**config.mk**
```make
export PLATFORM = sky130hd
export DESIGN_NAME = regbank_mp
export DESIGN_NICKNAME = d
export VERILOG_FILES = /design/src/rtl/regbank_pkg.sv /design/src/rtl/regbank_mem.sv /design/src/rtl/regbank_mp.sv
export SDC_FILE = /design/constraint.sdc
export NUM_CORES = 1
export LEC_CHECK = 0
export BUFFER_PORTS_ARGS = -buffer_cell sky130_fd_sc_hd__buf_2
export CAP_MARGIN = 40
export CORE_MARGIN = 10
export CORE_UTILIZATION = 45
export CTS_CLUSTER_DIAMETER = 150
export DETAILED_ROUTE_END_ITERATION = 16
export MAX_ROUTING_LAYER = met4
export PLACE_DENSITY = 0.69
export SLEW_MARGIN = 20
export SYNTH_ARGS = -nofsm -noshare
export SYNTH_HDL_FRONTEND = slang
export SYNTH_SLANG_ARGS = --single-unit
```
**constraint.sdc**
```tcl
create_clock -name CLK -period 3.5 [get_ports CLK]
set_input_delay 0.175 -clock CLK [delete_from_list [all_inputs] [get_ports CLK]]
set_output_delay 0.175 -clock CLK [all_outputs]
set_load 0.02 [all_outputs]
```
**src/rtl/regbank_pkg.sv**
```systemverilog
// Shared definitions for the multi-port register bank: FSM state encoding.
package regbank_pkg;

  typedef enum logic [1:0] {
    CLEAR = 2'd0,
    RUN   = 2'd1,
    LOAD  = 2'd2
  } state_e;

endpackage

```
**src/rtl/regbank_mem.sv**
```systemverilog
// Register storage with one synchronous write port and two combinational read ports.
module regbank_mem #(
  parameter int WIDTH = 16,
  parameter int DEPTH = 8,
  parameter int AW    = $clog2(DEPTH)
) (
  input  logic             clk,
  input  logic             we,
  input  logic [AW-1:0]    waddr,
  input  logic [WIDTH-1:0] wdata,
  input  logic [AW-1:0]    raddr1,
  input  logic [AW-1:0]    raddr2,
  output logic [WIDTH-1:0] rdata1,
  output logic [WIDTH-1:0] rdata2
);

  // Contents are deliberately not reset; the owner zeroes them with a sweep.
  logic [WIDTH-1:0] mem_q [DEPTH];

  always_ff @(posedge clk) begin
    if (we) begin
      mem_q[waddr] <= wdata;
    end
  end

  assign rdata1 = mem_q[raddr1];
  assign rdata2 = mem_q[raddr2];

endmodule

```
**src/rtl/regbank_mp.sv**
```systemverilog
// Register bank with two read ports, one write port with write-through bypass,
// a post-reset clearing sweep and a streaming bulk-load mode.
module regbank_mp
  import regbank_pkg::*;
#(
  parameter int WIDTH = 16,
  parameter int DEPTH = 8,
  parameter int AW    = $clog2(DEPTH)
) (
  input  logic             CLK,
  input  logic             RST_N,
  input  logic [AW-1:0]    REGISTER1,
  input  logic [AW-1:0]    REGISTER2,
  output logic [WIDTH-1:0] SR1OUT,
  output logic [WIDTH-1:0] SR2OUT,
  input  logic [AW-1:0]    DR,
  input  logic [WIDTH-1:0] DRIN,
  input  logic             LDREG,
  input  logic             LDSTART,
  input  logic             LDVALID,
  input  logic [WIDTH-1:0] LDDATA,
  output logic             LDREADY,
  output logic             READY
);

  localparam logic [AW-1:0] LAST_IDX = AW'(DEPTH - 1);

  state_e           state_q, state_d;
  logic [AW-1:0]    cnt_q, cnt_d;
  logic             mem_we;
  logic [AW-1:0]    mem_waddr;
  logic [WIDTH-1:0] mem_wdata;
  logic [WIDTH-1:0] rd1, rd2;
  logic             run_wr;

  always_ff @(posedge CLK or negedge RST_N) begin
    if (!RST_N) begin
      state_q <= CLEAR;
      cnt_q   <= '0;
    end else begin
      state_q <= state_d;
      cnt_q   <= cnt_d;
    end
  end

  // A bulk-load request wins over a same-cycle register write, which is dropped.
  assign run_wr = (state_q == RUN) && LDREG && !LDSTART;

  always_comb begin
    state_d   = state_q;
    cnt_d     = cnt_q;
    mem_we    = 1'b0;
    mem_waddr = DR;
    mem_wdata = DRIN;
    case (state_q)
      CLEAR: begin
        mem_we    = 1'b1;
        mem_waddr = cnt_q;
        mem_wdata = '0;
        cnt_d     = cnt_q + 1'b1;
        if (cnt_q == LAST_IDX) begin
          state_d = RUN;
          cnt_d   = '0;
        end
      end
      RUN: begin
        if (LDSTART) begin
          state_d = LOAD;
          cnt_d   = '0;
        end else if (LDREG) begin
          mem_we = 1'b1;
        end
      end
      LOAD: begin
        if (LDVALID) begin
          mem_we    = 1'b1;
          mem_waddr = cnt_q;
          mem_wdata = LDDATA;
          cnt_d     = cnt_q + 1'b1;
          if (cnt_q == LAST_IDX) begin
            state_d = RUN;
            cnt_d   = '0;
          end
        end
      end
      default: begin
        state_d = CLEAR;
        cnt_d   = '0;
      end
    endcase
  end

  regbank_mem #(
    .WIDTH (WIDTH),
    .DEPTH (DEPTH),
    .AW    (AW)
  ) u_mem (
    .clk    (CLK),
    .we     (mem_we),
    .waddr  (mem_waddr),
    .wdata  (mem_wdata),
    .raddr1 (REGISTER1),
    .raddr2 (REGISTER2),
    .rdata1 (rd1),
    .rdata2 (rd2)
  );

  assign SR1OUT  = (run_wr && (DR == REGISTER1)) ? DRIN : rd1;
  assign SR2OUT  = (run_wr && (DR == REGISTER2)) ? DRIN : rd2;
  assign READY   = (state_q == RUN);
  assign LDREADY = (state_q == LOAD);

endmodule

```
==> out/metrics.yaml, run 1 <==
async_reset_ff_share_pct: 3.76
row_count: 45
area_growth_pct: 17.8
grt_pass1_vias: 4318
p_int_uw: 4420
synth_cell_type_count: 28
seq_area_frac_synth_pct: 56.2
report.final.slew_viol_count: 0
drc: 0
skew_ns: 0.00416
vias_per_cell: 5.91
cp.depth: 5
status: "completed"
synth_compound_area_share_pct: 3.61
maxCapViolations: 0
synth_top_family_by_area: "multiplexers"
finalSetupViolations: 0
synth_edf_count: 128
clkTransAtPathRegs_ns: 0.06
syn_nets: 405
io_buffers: 79
r2r-start: "state_q[0]$_DFFE_PN0P_"
layout.cells.non_filler: 669
insertion_delay_ns: 0.40
detail_route.wl_per_cell_um: 24.6
cts_buffer_depth: 2
worst_hold_startpoint: "LDSTART"
die-area_um2: 21100
fin_nets: 494
tightest_slew_ns: 0.804
slew_headroom_pct: 46.4
yosys_warnings: 0
postCtsSetupBuffers: 0
leakage_uw: 0.00312
max_freq_ghz: 0.416
ys_ff_latch: 133
fp.dieH_um: 145
cp_top_family: "flip-flops"
path_class: "reg -> out"
clkPwrFrac_pct: 27.6
numPlacedInstances: 635
synth_xor_area_share_pct: 0.744
synthCells: 357
yosys.area_share.simple_pct: 1.75
core-area_um2: 15300
rr_worst_depth: 3
grt_overflow: 0
timing.rr.end: "u_mem.mem_q[0][11]$_DFFE_PP_"
reg2reg_slack_ns: 1.50
cp_num_buf_inv: 2
start_kind: "flip-flop"
n_antenna_cell: 0
place_congestion: 0.844
antenna_found_initial: 0
cpPeakStageDelay_ns: 0.51
layout_commonest_cell: "edfxtp_1"
pin_count: 80
cp-startpoint: "state_q[0]$_DFFE_PN0P_"
finalCriticalPeriod_ns: 2.40
grt_max_degree: 34
cts_made_buffers: 17
endpoint: "SR2OUT[0]"
cpMaxStageDelayCell: "dfrtp_1"
avgSynthCellArea_um2: 19.8
sw_frac_of_total_pct: 30.5
rsz0062_at_grt: "no"
htreeDepth: 4
irDropWorstVdd_uv: 323
cts_tree: "yes"
arrival_ns: 2.23
net-switching-power_uw: 1940
power_frac_seq_pct: 41.8
combPwrFrac_pct: 30.6
cts_resized: 0
synth_mux_area_share_pct: 34.7
final_cell_mix: "edfxtp_1 (128), buf_2 (79), mux4_1 (60), mux2_2 (55)"
totalWireLength_um: 16500
holdBufCountCts: 1
multi_input_area_um2: 2940
clock_sinks: 133
grt_pass1_wl_um: 25800
initialDrtViolationCount: 335
firstDrtPassIters: 8
root_buffer: "clkbuf_16"
drive_above_1_share_pct: 44.3
critPathCaptureType: "output port"
final_hold_viol_count: 0
required_ns: 3.32
grt_use_total_pct: 16.1
ant_nets: 0
initial_core_util_pct: 46.1
critPathMaxFanout: 16
dieWidth_um: 145
seqCellArea_um2: 3970
fillers: 1240
synthAdderAreaFrac_pct: 0.354
vias: 3953
fin_crit_sh_pct: 68.7
p_per_area_nw_per_um2: 764
cp_cell_sequence: "and4bb_1 > nand4_1 > buf_4 > mux2_2 > buf_2"
synth_ff_type: "edfxtp_1"
synth_area_um2: 7070
dpl.hpwl_um: 10000
hold_class: "in -> reg"
hold_slack_ns: 0.0302
finalSetupTns_ns: 0
routing by layer:
layer | global-route usage, % | vias to the layer above | wire length, um
met5 | - | - | 0
met4 | 5.11 | 0 | 209
met3 | 3.04 | 17 | 969
met2 | 26.7 | 153 | 8410
met1 | 19.7 | 2010 | 6900
li1 | - | 1773 | -
logic make-up (layout without fill, tap and decap cells):
family                   Yosys count  count (layout)
AND/OR/NAND/NOR                   20              20
multiplexers                     130             130
flip-flops                       133             133
XOR/XNOR                           6               6
adder cells (fa/ha/maj)            2               2
buffers and inverters             31             132
AO/OA/AOI/OAI                     35              35
worst reg2reg max path: cells and delay by family (launching register included):
family	cells	cell delay (ns)
compound gates	1	0.18
buf+inv	1	0.33
flops	1	0.51
simple gates	1	0.65
synth_stat cells, drive strengths merged, types with 4 or more instances:
master | count | area, um^2
edfxtp | 128 | 3840
mux2 | 66 | 785
mux4 | 64 | 1670
a22o | 17 | 149
clkbuf | 13 | 48.8
buf | 12 | 119
a21oi | 9 | 45.0
inv | 6 | 22.5
xnor2 | 6 | 52.6
dfrtp | 5 | 125
nand4 | 4 | 25.0
nor2b | 4 | 25.0
o21ai | 4 | 20.0
flip-flops by register name, summed over array words and instances (netlist names):
| name | cells |
|---|---|
| state_q | 2 |
| cnt_q | 3 |
| u_mem.mem_q | 128 |
through the flow:
stage	util [%]	area, um^2	worst slack (ns)	total power [uW]
finish	54.3	8320	1.10	6360
detailed placement	50.2	7690	1.19	4620
global route	54.3	8320	1.02	6670
floorplan	-	7070	1.17	3910
CTS	54.1	8290	1.08	6390
global placement	50.2	7690	1.20	4520
power groups by stage:
stage	clock [uW]	combinational [uW]	sequential, uW
after floorplan	0	1310	2610
after global placement	0	1890	2640
after detailed placement	0	1940	2680
after CTS	1780	1950	2660
after global routing	1860	2100	2710
final	1750	1940	2660
how the worst min path moves through the flow:
stage,depth (start not counted),end,slack [ns]
after floorplan,0,cnt_q[0]$_DFFE_PN0P_,-0.12
after global placement,1,cnt_q[0]$_DFFE_PN0P_,-0.007
after detailed placement,1,cnt_q[0]$_DFFE_PN0P_,-0.002
after CTS,2,state_q[1]$_DFFE_PN0P_,0.02
after global routing,2,state_q[1]$_DFFE_PN0P_,0.04
final,2,state_q[1]$_DFFE_PN0P_,0.03
final cells by class:
cell class / instances / share of cell area (%)
Clock buffer: 17 / 5.11
Clock inverter: 14 / 1.94
Inverter: 6 / 0.271
Multi-Input combinational cell: 193 / 35.4
Sequential cell: 133 / 47.7
Tap cell: 211 / 3.17
Timing Repair Buffer: 95 / 6.46
Note: power is estimated with default switching activity, not from simulation.
==> inputs of run 2 (changes only) <==
--- a/config.mk
+++ b/config.mk
@@ -5,6 +5,7 @@
 export SDC_FILE = /design/constraint.sdc
 export NUM_CORES = 1
 export LEC_CHECK = 0
+export ABC_AREA = 1
 export BUFFER_PORTS_ARGS = -buffer_cell sky130_fd_sc_hd__buf_2
 export CAP_MARGIN = 40
 export CORE_MARGIN = 10
@@ -12,7 +13,7 @@
 export CTS_CLUSTER_DIAMETER = 150
 export DETAILED_ROUTE_END_ITERATION = 16
 export MAX_ROUTING_LAYER = met4
-export PLACE_DENSITY = 0.69
+export PLACE_DENSITY = 0.71
 export SLEW_MARGIN = 20
 export SYNTH_ARGS = -nofsm -noshare
 export SYNTH_HDL_FRONTEND = slang
==> constraint.sdc (replaced) <==
create_clock -name CLK -period 2.1 [get_ports CLK]
set_input_delay 0.105 -clock CLK [delete_from_list [all_inputs] [get_ports CLK]]
set_output_delay 0.105 -clock CLK [all_outputs]
set_load 0.02 [all_outputs]
==> out/metrics.yaml, run 2 <==
synth_top_family_by_area: "simple AND/OR/NAND/NOR gates"
synth_common_cells: "nand2_1 (345), nand3_1 (222), inv_1 (140)"
irDropWorstVdd_uv: 672
antenna_found_initial: 0
layout.cells.non_filler: 1290
area_growth_pct: 21.3
pin_count: 80
cts_tree: "yes"
synth_area_um2: 7710
combPwrFrac_pct: 32.8
detail_route.wl_per_cell_um: 20.0
syn_nets: 1017
cpMaxStageDelayCell: "dfrtp_1"
synth_top_cell_by_area: "edfxtp_1"
total_power_uw: 12000
post-place-ws_ns: 0.210
rsz0062_at_grt: "yes"
io_buffers: 79
final_hold_viol_count: 0
totalWireLength_um: 25800
synth.most_common_cell: "nand2_1"
leakage_uw: 0.00443
report.final.slew_viol_count: 0
p_int_uw: 7820
synth_cell_type_count: 26
power_frac_seq_pct: 37.9
cts_made_buffers: 17
clock_sinks: 133
final_cell_mix: "nand2_1 (345), nand3_1 (210), inv_1 (138), edfxtp_1 (128), buf_2 (72)"
initial_core_util_pct: 46.2
numPlacedInstances: 1248
synth_ff_type: "edfxtp_1"
n_antenna_cell: 0
critPathCaptureType: "output port"
yosys.area_share.simple_pct: 34.2
sw_frac_of_total_pct: 35.0
dpl_cell_area_um2: 8410
htreeDepth: 4
synth_edf_count: 128
grt_pass1_wl_um: 38000
synth.area.top_cells: "edfxtp_1 (50%), nand2_1 (17%), nand3_1 (14%)"
cpPeakStageDelay_ns: 0.39
avgSynthCellArea_um2: 7.96
core-area_um2: 16700
seq_area_frac_synth_pct: 51.5
finalSetupViolations: 0
finalCriticalPeriod_ns: 2.08
start_kind: "flip-flop"
skew_ns: 0.00848
initialDrtViolationCount: 876
grt_pass1_vias: 6928
clkTransAtPathRegs_ns: 0.06
synthCells: 969
ys_ff_latch: 133
path_class: "reg -> out"
hold_class: "in -> reg"
largestRegisters: "u_mem.mem_q: 128 flops, cnt_q: 3 flops, state_q: 2 flops"
firstDrtPassIters: 5
setup_slack_ns: 0.0222
insertion_delay_ns: 0.43
fin_nets: 1105
synth_xor_area_share_pct: 0.211
critPathMaxFanout: 4
drive_above_1_share_pct: 18.0
ant_nets: 0
arrival_ns: 1.97
die-area_um2: 22800
root_buffer: "clkbuf_16"
grt_max_degree: 65
slew_headroom_pct: 59.4
vias: 7321
final_cell_area_um2: 9350
layout_commonest_cell: "nand2_1"
cp_top_family: "simple AND/OR/NAND/NOR gates"
status: "completed"
row_count: 47
cp_num_buf_inv: 3
drc: 0
fp.dieH_um: 151
cts_buffer_depth: 2
dpl.hpwl_um: 16200
dieWidth_um: 151
p_per_area_nw_per_um2: 1290
net-switching-power_uw: 4220
hold_slack_ns: 0.0283
yosys_warnings: 0
grt_use_total_pct: 22.5
clkPwrFrac_pct: 29.3
synth_mux_area_share_pct: 0
maxCapViolations: 0
largest_register_ffs: 128
cp_cell_sequence: "inv_2 > nor2_4 > nand2_4 > nor2_4 > buf_4 > nand2_4 > nand3_2 > nand2_1 > buf_2"
tightest_slew_ns: 0.609
fin_crit_sh_pct: 98.9
synth_top_area_share_pct: 49.9
async_reset_ff_share_pct: 3.76
grt_overflow: 0
synth_compound_area_share_pct: 2.69
vias_per_cell: 5.68
place_congestion: 0.885
required_ns: 2.00
max_freq_ghz: 0.481
largest_register: "u_mem.mem_q"
synthAdderAreaFrac_pct: 0.325
==> run 2: changes by cell type after synthesis, sizes merged, moves of 3 or more <==
cell | before | now
a22o | 17 | 0
a32o | 0 | 16
buf | 12 | 45
nand2 | 2 | 347
mux4 | 64 | 0
nand4 | 4 | 16
a21oi | 9 | 1
xnor2 | 6 | 1
o21ai | 4 | 7
nor2b | 4 | 0
mux2 | 66 | 0
nand3 | 0 | 223
inv | 6 | 146
nor2 | 2 | 18
==> run 2: worst paths after layout <==
path                                                to  cells after the start  slack [ns]              startpoint
max in group asynchronous         cnt_q[0]$_DFFE_PN0P_                      2        1.91                   RST_N
hold / removal                  state_q[0]$_DFFE_PN0P_                      4        0.03                 LDSTART
min in group asynchronous       state_q[0]$_DFFE_PN0P_                      2        0.04                   RST_N
setup reg to reg           u_mem.mem_q[1][1]$_DFFE_PP_                      7        0.08  state_q[1]$_DFFE_PN0P_
setup / recovery                             SR1OUT[5]                      9        0.02  state_q[0]$_DFFE_PN0P_
hold reg to reg                   cnt_q[2]$_DFFE_PN0P_                      2        0.57    cnt_q[2]$_DFFE_PN0P_
==> run 2: logic make-up after synthesis <==
family	count (synthesis)
adders and majority gates	2
and+or+nand+nor	604
AOI/OAI and AO/OA	24
buffers and inverters	205
xor gates and xnor gates	1
DFF	133
==> run 2: final cells by class <==
cell class / instances / area (um^2)
inverter: 146 / 577
clock inverter: 12 / 249
timing repair buffer: 125 / 813
fill: 1498 / 7350
multi-input combinational: 633 / 3010
tap: 220 / 275
clock buffer: 20 / 447
sequential: 133 / 3970
timing repair inverter: 1 / 16.3
==> run 2: worst reg2reg max path, delay by kind of cell, from the launching register on <==
kind,cells,cell delay [ns]
flops,1,0.43
simple gates,4,0.68
compound gates,1,0.28
buf+inv,2,0.34
==> run 2: stage by stage <==
stage                     setup TNS, ns  util, %
after global routing             -0.714     56.0
final                                 0     56.0
after global placement                0     50.3
after CTS                     -0.000838     54.9
after detailed placement              0     50.3
after floorplan                   -2.00        -
==> run 2: power by group through the flow <==
stage	combinational [uW]	sequential, uW	clock (uW)
final	3950	4560	3530
after floorplan	2410	4510	0
after CTS	3820	4550	3540
after global routing	4320	4630	3670
after global placement	3690	4590	0
after detailed placement	3780	4590	0
==> run 2: per-layer routing <==
layer	track usage (%)	wire, um	up-vias	part of all wire [%]
li1	-	-	3345	-
met1	27.8	9910	3439	38
met2	35.0	12300	468	48
met3	5.22	2650	69	10
met4	8.76	906	0	3.5
met5	-	0	-	0
==> run 2: what timing repair did <==
item                       CTS  global route
hold buffers                 2             0
setup endpoints to repair   32            32
gates resized for setup      5            26
hold endpoints to repair     6             0
buffers inserted             2             3
gates cloned                 0             3
pin swaps                    1             3
